===== src/rtl/ps2_rx_decoder.sv =====
// -----------------------------------------------------------------------------
// ps2_rx_decoder
//
// PS/2 device-to-host receiver. The raw ps2_clk/ps2_data lines are brought into
// the clk domain, ps2_clk is debounced, and 11-bit frames are deframed on the
// falling edges of the filtered clock. The E0 (extended) and F0 (release)
// prefix bytes are folded into flags, so each key event is one key_ready
// strobe carrying an 8-bit code and two qualifier bits.
//
// Configuration macro:
//   PS2_PARITY_CHECK_EN  defined   : a frame with bad odd parity is dropped
//                                    and frame_err is pulsed.
//                        undefined : the parity bit is clocked past and
//                                    ignored. Only stop-bit and timeout errors
//                                    raise frame_err.
//
// Parameters:
//   FILTER_LEN      consecutive equal synchronised samples needed to change
//                   the filtered ps2_clk
//   TIMEOUT_CYCLES  max clk cycles allowed between falling edges in a frame
//
// Ports:
//   clk          in   system clock
//   rst          in   synchronous, active-high reset
//   ps2_clk      in   raw PS/2 clock (asynchronous, idle high)
//   ps2_data     in   raw PS/2 data (asynchronous, idle high)
//   key_code     out  last reported scan code, with prefixes stripped
//   key_ext      out  key_code was preceded by E0
//   key_release  out  key_code was preceded by F0
//   key_ready    out  one-cycle strobe: key_code and flags updated this cycle
//   frame_err    out  one-cycle strobe: frame dropped (stop/parity/timeout)
// -----------------------------------------------------------------------------
module ps2_rx_decoder #(
  parameter int FILTER_LEN     = 8,
  parameter int TIMEOUT_CYCLES = 100000
) (
  input  logic       clk,
  input  logic       rst,
  input  logic       ps2_clk,
  input  logic       ps2_data,
  output logic [7:0] key_code,
  output logic       key_ext,
  output logic       key_release,
  output logic       key_ready,
  output logic       frame_err
);

  localparam int TIMER_W = $clog2(TIMEOUT_CYCLES + 1);
  localparam int FCNT_W  = $clog2(FILTER_LEN + 1);

  localparam logic [7:0] BYTE_EXT = 8'hE0;
  localparam logic [7:0] BYTE_REL = 8'hF0;

  typedef enum logic [1:0] {
    S_IDLE,
    S_DATA,
    S_PARITY,
    S_STOP
  } state_t;

  // ---------------------------------------------------------------------------
  // Two-flop synchronisers. They reset to the idle-high level of the bus, so
  // releasing reset never produces a spurious falling edge.
  // ---------------------------------------------------------------------------
  logic [1:0] clk_sync;
  logic [1:0] data_sync;

  // NOTE: every clocked block uses non-blocking assignments, so each register
  // samples the values from before the edge regardless of statement order.
  always_ff @(posedge clk) begin
    if (rst) begin
      clk_sync  <= 2'b11;
      data_sync <= 2'b11;
    end else begin
      clk_sync  <= {clk_sync[0], ps2_clk};
      data_sync <= {data_sync[0], ps2_data};
    end
  end

  logic data_s;
  assign data_s = data_sync[1];

  // ---------------------------------------------------------------------------
  // ps2_clk glitch filter. The filtered level changes only after FILTER_LEN
  // consecutive synchronised samples disagree with it. Any agreeing sample
  // restarts the count, so short spikes never get through.
  // ---------------------------------------------------------------------------
  logic              clk_filt;
  logic              clk_filt_d;
  logic [FCNT_W-1:0] filt_cnt;

  always_ff @(posedge clk) begin
    if (rst) begin
      clk_filt   <= 1'b1;
      clk_filt_d <= 1'b1;
      filt_cnt   <= '0;
    end else begin
      clk_filt_d <= clk_filt;
      if (clk_sync[1] != clk_filt) begin
        if (filt_cnt == FCNT_W'(FILTER_LEN - 1)) begin
          clk_filt <= clk_sync[1];
          filt_cnt <= '0;
        end else begin
          filt_cnt <= filt_cnt + 1'b1;
        end
      end else begin
        filt_cnt <= '0;
      end
    end
  end

  // The edge is seen in the cycle after the filtered level drops. The
  // synchronised data is sampled in that same cycle. The device holds data
  // stable for the whole low phase, which is far longer than the filter delay.
  logic fall_edge;
  assign fall_edge = clk_filt_d & ~clk_filt;

  // ---------------------------------------------------------------------------
  // Frame FSM, prefix tracking and registered outputs
  // ---------------------------------------------------------------------------
  state_t             state;
  logic [2:0]         bit_cnt;
  logic [7:0]         shift_reg;
  logic               ext_flag;
  logic               rel_flag;
  logic [TIMER_W-1:0] timer;
  logic               frame_ok;

`ifdef PS2_PARITY_CHECK_EN
  logic parity_bit;
  // Odd parity: the data ones plus the parity bit must add up to an odd count.
  assign frame_ok = data_s & (^{shift_reg, parity_bit});
`else
  assign frame_ok = data_s;
`endif

  always_ff @(posedge clk) begin
    if (rst) begin
      state       <= S_IDLE;
      bit_cnt     <= '0;
      shift_reg   <= '0;
      ext_flag    <= 1'b0;
      rel_flag    <= 1'b0;
      timer       <= '0;
      key_code    <= '0;
      key_ext     <= 1'b0;
      key_release <= 1'b0;
      key_ready   <= 1'b0;
      frame_err   <= 1'b0;
`ifdef PS2_PARITY_CHECK_EN
      parity_bit  <= 1'b0;
`endif
    end else begin
      // Both strobes are single-cycle. They are only raised below.
      key_ready <= 1'b0;
      frame_err <= 1'b0;

      if (fall_edge) begin
        // When a falling edge and a timeout land in the same cycle, the edge
        // wins: the edge branch is taken and the timer simply restarts.
        timer <= '0;
        unique case (state)
          S_IDLE: begin
            // A high start bit is line noise; wait for a real start bit.
            if (!data_s) begin
              state   <= S_DATA;
              bit_cnt <= '0;
            end
          end

          S_DATA: begin
            // Data arrives LSB first.
            shift_reg <= {data_s, shift_reg[7:1]};
            bit_cnt   <= bit_cnt + 3'd1;
            if (bit_cnt == 3'd7) begin
              state <= S_PARITY;
            end
          end

          S_PARITY: begin
`ifdef PS2_PARITY_CHECK_EN
            parity_bit <= data_s;
`endif
            state <= S_STOP;
          end

          S_STOP: begin
            state <= S_IDLE;
            if (frame_ok) begin
              if (shift_reg == BYTE_EXT) begin
                ext_flag <= 1'b1;
              end else if (shift_reg == BYTE_REL) begin
                rel_flag <= 1'b1;
              end else begin
                key_code    <= shift_reg;
                key_ext     <= ext_flag;
                key_release <= rel_flag;
                key_ready   <= 1'b1;
                ext_flag    <= 1'b0;
                rel_flag    <= 1'b0;
              end
            end else begin
              // A dropped frame breaks any prefix sequence in progress.
              frame_err <= 1'b1;
              ext_flag  <= 1'b0;
              rel_flag  <= 1'b0;
            end
          end

          default: state <= S_IDLE;
        endcase
      end else if (state != S_IDLE) begin
        // Inside a frame the timer measures the gap since the last falling
        // edge. A stalled device is abandoned after TIMEOUT_CYCLES.
        if (timer == TIMER_W'(TIMEOUT_CYCLES - 1)) begin
          state     <= S_IDLE;
          timer     <= '0;
          frame_err <= 1'b1;
          ext_flag  <= 1'b0;
          rel_flag  <= 1'b0;
        end else begin
          timer <= timer + 1'b1;
        end
      end else begin
        timer <= '0;
      end
    end
  end

endmodule


===== config.mk =====
export PLATFORM = sky130hd
export DESIGN_NAME = ps2_rx_decoder
export DESIGN_NICKNAME = d
export VERILOG_FILES = /design/src/rtl/ps2_rx_decoder.sv
export SDC_FILE = /design/constraint.sdc
export NUM_CORES = 1
export LEC_CHECK = 0
export ABC_AREA = 1
export CAP_MARGIN = 15
export CORE_ASPECT_RATIO = 1.1
export CORE_MARGIN = 5
export CORE_UTILIZATION = 50
export CTS_CLUSTER_DIAMETER = 60
export DETAILED_ROUTE_END_ITERATION = 8
export HOLD_SLACK_MARGIN = 0.08
export MAX_ROUTING_LAYER = met4
export PLACE_DENSITY = 0.69
export REMOVE_ABC_BUFFERS = 1
export SYNTH_ARGS = -nofsm -noshare
export SYNTH_HDL_FRONTEND = slang
export SYNTH_SLANG_ARGS = --single-unit

===== constraint.sdc =====
create_clock -name clk -period 1.7 [get_ports clk]
set_input_delay 0.34 -clock clk [delete_from_list [all_inputs] [get_ports clk]]
set_output_delay 0.34 -clock clk [all_outputs]
set_load 0.005 [all_outputs]

======== Word-level counts from Yosys, hierarchy flattened ========
Cells that the tools add are included.
Widths: inputs -> output; s select.
cells by class
  add/sub/neg operators ................... 3
  eq/ne operators ......................... 15
  muxes and demuxes ....................... 26
  bitwise gates (word level) .............. 9
  reduce and logical (&&, ||, !) cells .... 15
operators by type and width
  cell                   number
  $mux 1                 18
  $add 17x1->17 const B  1
  $eq 17x17->1 const B   1
  $eq 8x8->1 const B     2
  $reduce_and 4->1       3
  $mux 2                 5
  $ne 3x3->1 const B     3
  $not 1->1              8
  $pmux 2 s4             1
  $reduce_bool 2->1      4
  $pmux 3 s2             1
  $reduce_and 5->1       1
  $reduce_or 5->1        1
  $add 4x1->4 const B    1
  $eq 2x2->1 const B     2
  $eq 4x3->1 const B     1
  $ne 4x4->1 const B     1
  $reduce_and 2->1       2
  $reduce_or 4->1        1
  $add 3x1->3 const B    1
  $eq 3x3->1 const B     1
  $mux 3                 1
  $reduce_and 3->1       1
  $reduce_or 3->1        1
  6 further kinds        6
word-level totals
  register bits ........................... 54
  bits of input ports ..................... 4
  output and inout port bits .............. 12
  logic and storage cells ................. 84

======== Logic depth before layout (Yosys ltp) ========
Gate-level depths: netlist of run 1.
  depth in word-level cells ............... 6
  gate-level depth with buffers ........... 11
  mapped depth without buffers ............ 11

======== Worst setup path before layout of run 1 ========
OpenSTA, ideal clock, no wires.
  kind .................................... reg2reg
  start ................................... reg timer[0]
  end ..................................... reg timer[15]
  setup time .............................. 0.114 ns
  arrival time ............................ 1.238 ns
  data required time ...................... 1.586 ns
  path slack .............................. 0.347 ns
  stages on the path, launching flop included .. 10
  buffers on the path ..................... 1
  period minus slack after synthesis ...... 1.353 ns
  cell sequence ........................... dfxtp_1 > ha_1 > nand2_1 > inv_1 > nand2_1 > nor2_1 > nand3_2 > nand4_4 > buf_6 > nor2_1
between the ends
  word-level cells in the longest chain between the ends .. 2
  elaborated cells between the ends (all ways) .. 3
  classes of those cells .................. add/sub: 1; eq/ne: 1; reduce/logical: 1
RTL lines
  item                                                   RTL line  text
  start, declared                                        126       logic [TIMER_W-1:0] timer;
  start signal, assigned                                 222       timer <= timer + 1'b1;
  branches (longest 2 deep; another with $add 17x1->17)  -
Parallel ways; which one is timed is not known.
A chain may end at the register's enable or synchronous reset.

======== Worst setup path after layout of run 1 ========
  start ................................... reg timer[0]
  end ..................................... reg state[1]
between the ends
  word-level cells in the longest chain between the ends .. 3
RTL lines
  item                         RTL line  text
  $eq 17x17->1                 215       if (timer == TIMER_W'(TIMEOUT_CYCLES - 1)) begin
  $reduce_bool 2->1 (no line)  -
  $reduce_and 4->1 (no line)   -
  end signal, assigned         188       state <= S_IDLE;
  end signal, assigned         210       default: state <= S_IDLE;
  end signal, assigned         216       state <= S_IDLE;
  end, declared                121       state_t state;
Every way passes these cells.

==> results of run 1 <==
## cell usage after synthesis, types with 3 or more instances
cell and instances:
sky130_fd_sc_hd__or2_2 4, sky130_fd_sc_hd__nand2_4 3, sky130_fd_sc_hd__o21ai_0 16, sky130_fd_sc_hd__ha_1 9, sky130_fd_sc_hd__inv_1 30, sky130_fd_sc_hd__o21ai_2 3
sky130_fd_sc_hd__nor3_2 4, sky130_fd_sc_hd__a21oi_1 29, sky130_fd_sc_hd__nand4_1 3, sky130_fd_sc_hd__dfxtp_1 54, sky130_fd_sc_hd__inv_2 5, sky130_fd_sc_hd__nand2_1 40
sky130_fd_sc_hd__nand2_2 3, sky130_fd_sc_hd__nor3_1 9, sky130_fd_sc_hd__xor2_1 6, sky130_fd_sc_hd__nor2_2 9, sky130_fd_sc_hd__nand3_1 10, sky130_fd_sc_hd__nor2_1 41
## routing by layer
metal  up-vias  global-route usage [%]  wire (um)
met1       855                    18.6       2190
met5         -                       -          0
met4         0                    4.77         23
li1       1013                       -          -
met2        23                    23.1       2020
met3         2                    3.79        137
## worst min-delay path by stage
stage	from	end	slack (ps)	depth (start not counted)
after floorplan	clk_sync[0]	clk_sync[1]	390	1
after detailed placement	clk_sync[0]	clk_sync[1]	390	1
after global routing	clk_sync[0]	clk_sync[1]	430	1
final	clk_sync[0]	clk_sync[1]	410	1
after global placement	clk_sync[0]	clk_sync[1]	390	1
after CTS	clk_sync[0]	clk_sync[1]	420	1
## power groups by stage
stage	Clock [mW]	Sequential (mW)	Combinational [mW]
2_1_floorplan	0	1.30	0.0153
3_3_place_gp	0	1.30	0.0381
3_5_place_dp	0	1.30	0.0379
4_1_cts	0.871	1.27	0.0379
5_1_grt	0.922	1.27	0.0431
6_report	0.847	1.27	0.0383
## worst register-to-register path: stages, from the launching register on
cell                      delay (ps)
sky130_fd_sc_hd__dfxtp_1         360
sky130_fd_sc_hd__ha_1            170
sky130_fd_sc_hd__nand2_1          80
sky130_fd_sc_hd__inv_1            80
sky130_fd_sc_hd__nand2_1          90
sky130_fd_sc_hd__nor2_1          140
sky130_fd_sc_hd__nand3_2         160
sky130_fd_sc_hd__nand2_1         120
sky130_fd_sc_hd__nand3_1         100
sky130_fd_sc_hd__nand2_1          90
sky130_fd_sc_hd__a21oi_1          60
## logic make-up after synthesis
family,count (synthesis)
xor gates and xnor gates,6
DFF,54
AOI/OAI and AO/OA,53
buffers and inverters,43
adders and majority gates,9
and+or+nand+nor,135
## final cells by class
cell class | count | share of cell area [%]
multi-input cells | 204 | 42.6
flip-flops and latches | 54 | 38.9
repair buffers | 20 | 6.76
inverters | 37 | 5.18
clock buffers | 6 | 2.61
well taps | 56 | 2.52
clock inverters | 2 | 1.35
## per-stage QoR
stage,utilization [%],hold slack [ps]
final,59.3,414
after global routing,59.3,430
after CTS,59.0,415
after detailed placement,56.7,393
after global placement,56.7,392
after floorplan,-,389
==> flow_results.xml, run 1 <==
<?xml version="1.0" encoding="UTF-8"?>
<metrics>
  <group name="logic_synthesis">
    <metric name="yosysTopAreaCell" unit="">sky130_fd_sc_hd__dfxtp_1</metric>
    <metric name="synthesis.instances" unit="">300</metric>
    <metric name="yosysUniqueCellTypes" unit="">34</metric>
    <metric name="synth-xor-area-share" unit="%">2.15</metric>
    <metric name="commonest_register_cell_after_synthesis" unit="">sky130_fd_sc_hd__dfxtp_1</metric>
    <metric name="total_of_flip_flops_plus_latches_after_synthesis" unit="">54</metric>
    <metric name="synthSimpleGateAreaFrac" unit="%">29.2</metric>
    <metric name="synth-edff-count" unit="">0</metric>
    <metric name="synth-compound-area-share" unit="%">12.0</metric>
    <metric name="synth.cell_area" unit="um^2">2440</metric>
    <metric name="ys_top_cells_by_area" unit="">sky130_fd_sc_hd__dfxtp_1 44%, sky130_fd_sc_hd__nor2_1 6.3%, sky130_fd_sc_hd__nand2_1 6.2%, sky130_fd_sc_hd__a21oi_1 5.9%, sky130_fd_sc_hd__ha_1 4.6%</metric>
    <metric name="postSynth.asyncResetShare" unit="%">0</metric>
    <metric name="synth-adder-area-share" unit="%">4.62</metric>
    <metric name="combinational_family_with_the_most_area_after_synthesis" unit="">simple AND/OR/NAND/NOR gates</metric>
    <metric name="syn_avg_cell_area" unit="um^2">8.13</metric>
    <metric name="synth_top_cell_area_share" unit="%">44.3</metric>
    <metric name="synthMuxAreaShare" unit="%">0</metric>
    <metric name="yosysWarningCount" unit="">0</metric>
    <metric name="seq_area_frac_synth" unit="%">44.3</metric>
  </group>
  <group name="clocking">
    <metric name="postCtsResizedCells" unit="">0</metric>
    <metric name="clk-insertion-delay-late" unit="ps">300</metric>
    <metric name="htreeDepth" unit="">2</metric>
    <metric name="clock-root-buffer" unit="">sky130_fd_sc_hd__clkbuf_8</metric>
    <metric name="cts_buffer_depth" unit="">2</metric>
    <metric name="clk_pin_slew" unit="ps">90</metric>
    <metric name="tritoncts" unit="">yes</metric>
    <metric name="cts_hold_buffers" unit="">0</metric>
    <metric name="cts_num_sinks" unit="">54</metric>
    <metric name="postCtsSetupRepairBufs" unit="">0</metric>
    <metric name="cts_buffers" unit="">5</metric>
  </group>
  <group name="critical_path">
    <metric name="critical_path_class" unit="">flip-flop to flip-flop</metric>
    <metric name="worst_setup_path_startpoint" unit="">timer[0]</metric>
    <metric name="critical_path.reg2reg.endpoint" unit="">state[1]</metric>
    <metric name="crit_chain" unit="">ha_1 -&gt; nand2_1 -&gt; inv_1 -&gt; nand2_1 -&gt; nor2_1 -&gt; nand3_2 -&gt; nand2_1 -&gt; nand3_1 -&gt; nand2_1 -&gt; a21oi_1</metric>
    <metric name="timing.critical_path.mode_cell" unit="">sky130_fd_sc_hd__nand2_1</metric>
    <metric name="path_max_fanout" unit="">4</metric>
    <metric name="cp-endpoint" unit="">state[1]</metric>
    <metric name="worst-endpoint-arrival" unit="ps">1730</metric>
    <metric name="timing.reg2reg.worst_path_depth" unit="">10</metric>
    <metric name="timing.critical_path.depth" unit="">10</metric>
    <metric name="critPathCaptureType" unit="">flip-flop</metric>
    <metric name="start_kind" unit="">flip-flop</metric>
    <metric name="reg_to_reg_critical_path_startpoint" unit="">timer[0]</metric>
    <metric name="timing.critical_path.buf_inv" unit="">1</metric>
    <metric name="cp_slowest_stage_delay" unit="ps">360</metric>
    <metric name="worst_path_max_delay_cell" unit="">sky130_fd_sc_hd__dfxtp_1</metric>
    <metric name="critical_path_required" unit="ps">1900</metric>
    <metric name="reg2reg_setup_slack" unit="ps">170</metric>
    <metric name="cpLargestDelayFamily" unit="">simple AND/OR/NAND/NOR gates</metric>
  </group>
  <group name="floorplan">
    <metric name="effective_utilization_at_floorplan" unit="%">52.1</metric>
    <metric name="die-width" unit="um">76.6</metric>
    <metric name="floorplan.die_area" unit="um^2">6380</metric>
    <metric name="num_io_pins" unit="">16</metric>
    <metric name="floorplan.die.height" unit="um">83.3</metric>
    <metric name="cell_row_count" unit="">26</metric>
    <metric name="placeable_core_region" unit="um^2">4680</metric>
  </group>
  <group name="cells_and_area">
    <metric name="syn_to_final_growth" unit="%">13.8</metric>
    <metric name="max_reg_flops" unit="">17</metric>
    <metric name="layout.cells.most_common" unit="">sky130_fd_sc_hd__dfxtp_1</metric>
    <metric name="post_route_cells_drive_above_1_share" unit="%">16.7</metric>
    <metric name="insertedDiodeCount" unit="">0</metric>
    <metric name="final_design_area_no_fill" unit="um^2">2780</metric>
    <metric name="non_filler_instances" unit="">379</metric>
    <metric name="filler_cell_count" unit="">448</metric>
    <metric name="fin_nets" unit="">335</metric>
    <metric name="register_area" unit="um^2">1080</metric>
    <metric name="multi_input_area" unit="um^2">1180</metric>
    <metric name="commonest_non_fill_non_tap_cells_in_the_layout" unit="">54 x sky130_fd_sc_hd__dfxtp_1, 41 x sky130_fd_sc_hd__nor2_1, 40 x sky130_fd_sc_hd__nand2_1</metric>
  </group>
  <group name="global_routing">
    <metric name="grt.overflow.total" unit="">0</metric>
    <metric name="number_of_global_route_vias_before_repair" unit="">1802</metric>
    <metric name="number_of_antenna_violations_at_the_first_check_in_global_routing" unit="">0</metric>
    <metric name="grt_pass1_wl" unit="mm">7.78</metric>
    <metric name="globalRouteTotalUtil" unit="%">14.8</metric>
    <metric name="grt_max_degree" unit="">19</metric>
  </group>
  <group name="sta">
    <metric name="timing.final.crit_share" unit="%">89.9</metric>
    <metric name="rsz0062_at_grt" unit="">false</metric>
    <metric name="final.min_clock_period" unit="ps">1530</metric>
    <metric name="final.setup_skew" unit="ps">9.20</metric>
    <metric name="report.final.slew_viol_count" unit="">0</metric>
    <metric name="slew-limit-headroom" unit="%">77.7</metric>
    <metric name="timing.setup.tns" unit="ps">0</metric>
    <metric name="clock.fmax" unit="GHz">0.654</metric>
    <metric name="setup_violations" unit="">0</metric>
    <metric name="tightest_slew" unit="ps">333</metric>
    <metric name="timing.final.ws_setup" unit="ps">171</metric>
    <metric name="finalHoldViolCount" unit="">0</metric>
  </group>
  <group name="placement">
    <metric name="dp_cells" unit="">370</metric>
    <metric name="detailed_place_hpwl" unit="mm">3.09</metric>
    <metric name="globalplace.congestion" unit="">0.804</metric>
    <metric name="post-place-ws" unit="ps">151</metric>
    <metric name="total_cell_area_at_the_placement_stage" unit="um^2">2650</metric>
    <metric name="io_buffers" unit="">15</metric>
  </group>
  <group name="power">
    <metric name="power_report.internal_total" unit="mW">1.73</metric>
    <metric name="power.static_leakage" unit="nW">1.03</metric>
    <metric name="total_power" unit="mW">2.16</metric>
    <metric name="netSwitchingFraction" unit="%">19.9</metric>
    <metric name="comb_power_share" unit="%">1.8</metric>
    <metric name="power_per_standard_cell_area" unit="nW/um^2">777</metric>
    <metric name="pwr-share-seq" unit="%">59.0</metric>
    <metric name="power.switching" unit="mW">0.430</metric>
    <metric name="p_clk_share" unit="%">39.3</metric>
    <metric name="ir_worst_vdd" unit="V">0.000533</metric>
  </group>
  <group name="detailed_routing">
    <metric name="number_of_drc_markers_in_iteration_0" unit="">111</metric>
    <metric name="drc" unit="">0</metric>
    <metric name="routed-via-count" unit="">1893</metric>
    <metric name="drt-wirelength-per-cell" unit="um">11.5</metric>
    <metric name="drtPass1Iterations" unit="">4</metric>
    <metric name="drt-vias-per-instance" unit="">4.99</metric>
    <metric name="ant_nets" unit="">0</metric>
    <metric name="wl" unit="mm">4.37</metric>
  </group>
  <group name="run">
    <metric name="max_cap_viol_count" unit="">0</metric>
  </group>
  <group name="outcome">
    <metric name="outcome" unit="">complete, no violations</metric>
  </group>
  <group name="worst_hold_path">
    <metric name="min-delay-path-class" unit="">flip-flop to flip-flop</metric>
  </group>
</metrics>
Power figures use the tool's default switching activity.
==> run 2: changes to the inputs <==
--- a/config.mk
+++ b/config.mk
@@ -6,6 +6,7 @@
 export NUM_CORES = 1
 export LEC_CHECK = 0
 export ABC_AREA = 1
+export ABC_CLOCK_PERIOD_IN_PS = 1700
 export CAP_MARGIN = 15
 export CORE_ASPECT_RATIO = 1.1
 export CORE_MARGIN = 5
==> results of run 2 <==
Final layout, timing and power as in run 1 (identical DEF).
==> run 3: changes to the inputs <==
--- a/config.mk
+++ b/config.mk
@@ -7,15 +7,16 @@
 export LEC_CHECK = 0
 export ABC_AREA = 1
 export ABC_CLOCK_PERIOD_IN_PS = 1700
-export CAP_MARGIN = 15
+export CELL_PAD_IN_SITES_DETAIL_PLACEMENT = 1
+export CELL_PAD_IN_SITES_GLOBAL_PLACEMENT = 1
 export CORE_ASPECT_RATIO = 1.1
 export CORE_MARGIN = 5
-export CORE_UTILIZATION = 50
+export CORE_UTILIZATION = 44
 export CTS_CLUSTER_DIAMETER = 60
 export DETAILED_ROUTE_END_ITERATION = 8
 export HOLD_SLACK_MARGIN = 0.08
 export MAX_ROUTING_LAYER = met4
-export PLACE_DENSITY = 0.69
+export PLACE_DENSITY_LB_ADDON = 0.1
 export REMOVE_ABC_BUFFERS = 1
 export SYNTH_ARGS = -nofsm -noshare
 export SYNTH_HDL_FRONTEND = slang
==> run 3 against run 2 <==
Net effect: core utilization decreased by 7.5 points; combinational power decreased by 5%; sequential power about the same; sequential share of layout area decreased by 0.21 points; non-clock buffer count decreased by 2; routed wire length increased by 20%; critical path type is now flip-flop to primary output.
==> flow_results.xml, run 3 (synthesis gave the netlist of run 1 again) <==
<?xml version="1.0" encoding="UTF-8"?>
<metrics>
  <group name="floorplan">
    <metric name="num_io_pins" unit="">16</metric>
    <metric name="effective_utilization_at_floorplan" unit="%">45.2</metric>
    <metric name="cell_row_count" unit="">28</metric>
    <metric name="placeable_core_region" unit="um^2">5400</metric>
    <metric name="floorplan.die_area" unit="um^2">7140</metric>
    <metric name="floorplan.die.height" unit="um">88.1</metric>
    <metric name="die-width" unit="um">81</metric>
  </group>
  <group name="sta">
    <metric name="tightest_slew" unit="ps">377</metric>
    <metric name="timing.final.crit_share" unit="%">90.4</metric>
    <metric name="clock.fmax" unit="GHz">0.651</metric>
    <metric name="final.setup_skew" unit="ps">13.0</metric>
    <metric name="timing.hold.ws" unit="ps">416</metric>
    <metric name="setup_violations" unit="">0</metric>
    <metric name="final.min_clock_period" unit="ps">1540</metric>
    <metric name="finalHoldViolCount" unit="">0</metric>
    <metric name="report.final.slew_viol_count" unit="">0</metric>
    <metric name="slew-limit-headroom" unit="%">74.9</metric>
  </group>
  <group name="critical_path">
    <metric name="critical_path_class" unit="">flip-flop to primary output</metric>
    <metric name="worst-endpoint-arrival" unit="ps">1200</metric>
    <metric name="timing.critical_path.buf_inv" unit="">1</metric>
    <metric name="crit_chain" unit="">clkdlybuf4s50_1</metric>
    <metric name="start_kind" unit="">flip-flop</metric>
    <metric name="critPathCaptureType" unit="">primary output</metric>
    <metric name="critical_path_required" unit="ps">1360</metric>
    <metric name="cp_slowest_stage_delay" unit="ps">520</metric>
    <metric name="cpLargestDelayFamily" unit="">buffers and inverters</metric>
    <metric name="worst_path_max_delay_cell" unit="">sky130_fd_sc_hd__clkdlybuf4s50_1</metric>
    <metric name="path_max_fanout" unit="">2</metric>
  </group>
  <group name="power">
    <metric name="power_per_standard_cell_area" unit="nW/um^2">745</metric>
    <metric name="power.static_leakage" unit="nW">1.02</metric>
    <metric name="ir_worst_vdd" unit="V">0.000416</metric>
  </group>
  <group name="detailed_routing">
    <metric name="drtPass1Iterations" unit="">4</metric>
    <metric name="drc" unit="">0</metric>
    <metric name="drt-wirelength-per-cell" unit="um">13.2</metric>
    <metric name="wl" unit="mm">5.23</metric>
    <metric name="drt-vias-per-instance" unit="">4.89</metric>
    <metric name="ant_nets" unit="">0</metric>
    <metric name="routed-via-count" unit="">1938</metric>
    <metric name="number_of_drc_markers_in_iteration_0" unit="">66</metric>
  </group>
  <group name="clocking">
    <metric name="cts_num_sinks" unit="">54</metric>
    <metric name="clk-insertion-delay-late" unit="ps">310</metric>
    <metric name="cts_buffer_depth" unit="">2</metric>
    <metric name="postCtsSetupRepairBufs" unit="">0</metric>
    <metric name="clk_pin_slew" unit="ps">110</metric>
    <metric name="htreeDepth" unit="">2</metric>
    <metric name="cts_buffers" unit="">5</metric>
    <metric name="clock-root-buffer" unit="">sky130_fd_sc_hd__clkbuf_8</metric>
    <metric name="tritoncts" unit="">yes</metric>
  </group>
  <group name="global_routing">
    <metric name="grt_max_degree" unit="">22</metric>
    <metric name="number_of_global_route_vias_before_repair" unit="">2078</metric>
    <metric name="number_of_antenna_violations_at_the_first_check_in_global_routing" unit="">0</metric>
    <metric name="globalRouteTotalUtil" unit="%">16.6</metric>
    <metric name="grt_pass1_wl" unit="mm">9.02</metric>
    <metric name="grt.overflow.total" unit="">0</metric>
  </group>
  <group name="cells_and_area">
    <metric name="non_filler_instances" unit="">396</metric>
    <metric name="syn_to_final_growth" unit="%">14.4</metric>
    <metric name="fin_nets" unit="">333</metric>
    <metric name="max_reg_flops" unit="">17</metric>
    <metric name="post_route_cells_drive_above_1_share" unit="%">17.4</metric>
    <metric name="commonest_non_fill_non_tap_cells_in_the_layout" unit="">54 x sky130_fd_sc_hd__dfxtp_1, 40 x sky130_fd_sc_hd__nor2_1, 39 x sky130_fd_sc_hd__nand2_1</metric>
    <metric name="insertedDiodeCount" unit="">0</metric>
    <metric name="layout.cells.most_common" unit="">sky130_fd_sc_hd__dfxtp_1</metric>
  </group>
  <group name="worst_hold_path">
    <metric name="min-delay-path-class" unit="">flip-flop to flip-flop</metric>
  </group>
  <group name="placement">
    <metric name="dp_cells" unit="">387</metric>
    <metric name="io_buffers" unit="">15</metric>
    <metric name="globalplace.congestion" unit="">0.785</metric>
    <metric name="detailed_place_hpwl" unit="mm">3.80</metric>
  </group>
  <group name="run">
    <metric name="max_cap_viol_count" unit="">0</metric>
  </group>
  <group name="outcome">
    <metric name="outcome" unit="">complete, no violations</metric>
  </group>
</metrics>
run 3: cell types whose count changed in the layout (fill, tap and decap cells not counted):
cell / delta
sky130_fd_sc_hd__nand3_4: +1
sky130_fd_sc_hd__inv_6: +1
sky130_fd_sc_hd__nor3_1: -1
sky130_fd_sc_hd__nor2_1: -1
sky130_fd_sc_hd__nand3_2: -1
sky130_fd_sc_hd__nand2_2: +1
sky130_fd_sc_hd__clkbuf_8: +1
sky130_fd_sc_hd__nand2_1: -1
sky130_fd_sc_hd__buf_4: -2
sky130_fd_sc_hd__nor2_2: +1
sky130_fd_sc_hd__clkbuf_1: -1
sky130_fd_sc_hd__nor3_2: +1
sky130_fd_sc_hd__bufinv_16: -1
run 3: layout make-up:
| type | instances | area (um^2) |
|---|---|---|
| repair buffers | 18 | 173 |
| fillers | 677 | 2600 |
| multi-input cells | 204 | 1200 |
| inverters | 37 | 144 |
| flip-flops and latches | 54 | 1080 |
| clock inverters | 2 | 16.3 |
| clock buffers | 6 | 82.6 |
| well taps | 75 | 93.8 |
run 3: where the power goes:
part | total [mW] | switching, mW | internal, mW
sequential | 1.27 | 0.00271 | 1.27
clock | 0.771 | 0.435 | 0.336
combinational | 0.0365 | 0.0212 | 0.0153
total | 2.08 | 0.459 | 1.62
run 3: worst paths after layout:
check	from	to	slack [ps]	depth (start not counted)
max	key_code[5]	key_code[5]	160	1
min	data_sync[0]	data_sync[1]	420	1
max reg2reg	timer[0]	rel_flag	180	10
min reg2reg	data_sync[0]	data_sync[1]	420	1
run 3: what timing repair did:
item                                    in CTS  in global routing
hold buffers                                 0                  0
hold endpoints to repair                     0                  0
endpoints found under the setup margin       0                 12
resized for setup                            0                  4
run 3: layer usage:
layer	global-route usage (%)	share of wire, %	vias up
met5	-	0	-
met4	5.07	1.4	0
met3	3.09	1.8	6
met2	29.6	52	14
met1	18.5	45	910
li1	-	-	1008
run 3: through the flow:
stage	util [%]	setup TNS, ps	cell area [um^2]	total power [mW]	setup slack (ps)
finish	51.7	0	2790	2.08	163
global route	51.7	-2.99	2790	2.18	-2.99
floorplan	-	0	2400	1.32	250
global placement	49.4	0	2660	1.34	141
CTS	51.2	0	2760	2.12	63.8
detailed placement	49.4	0	2660	1.34	84.2
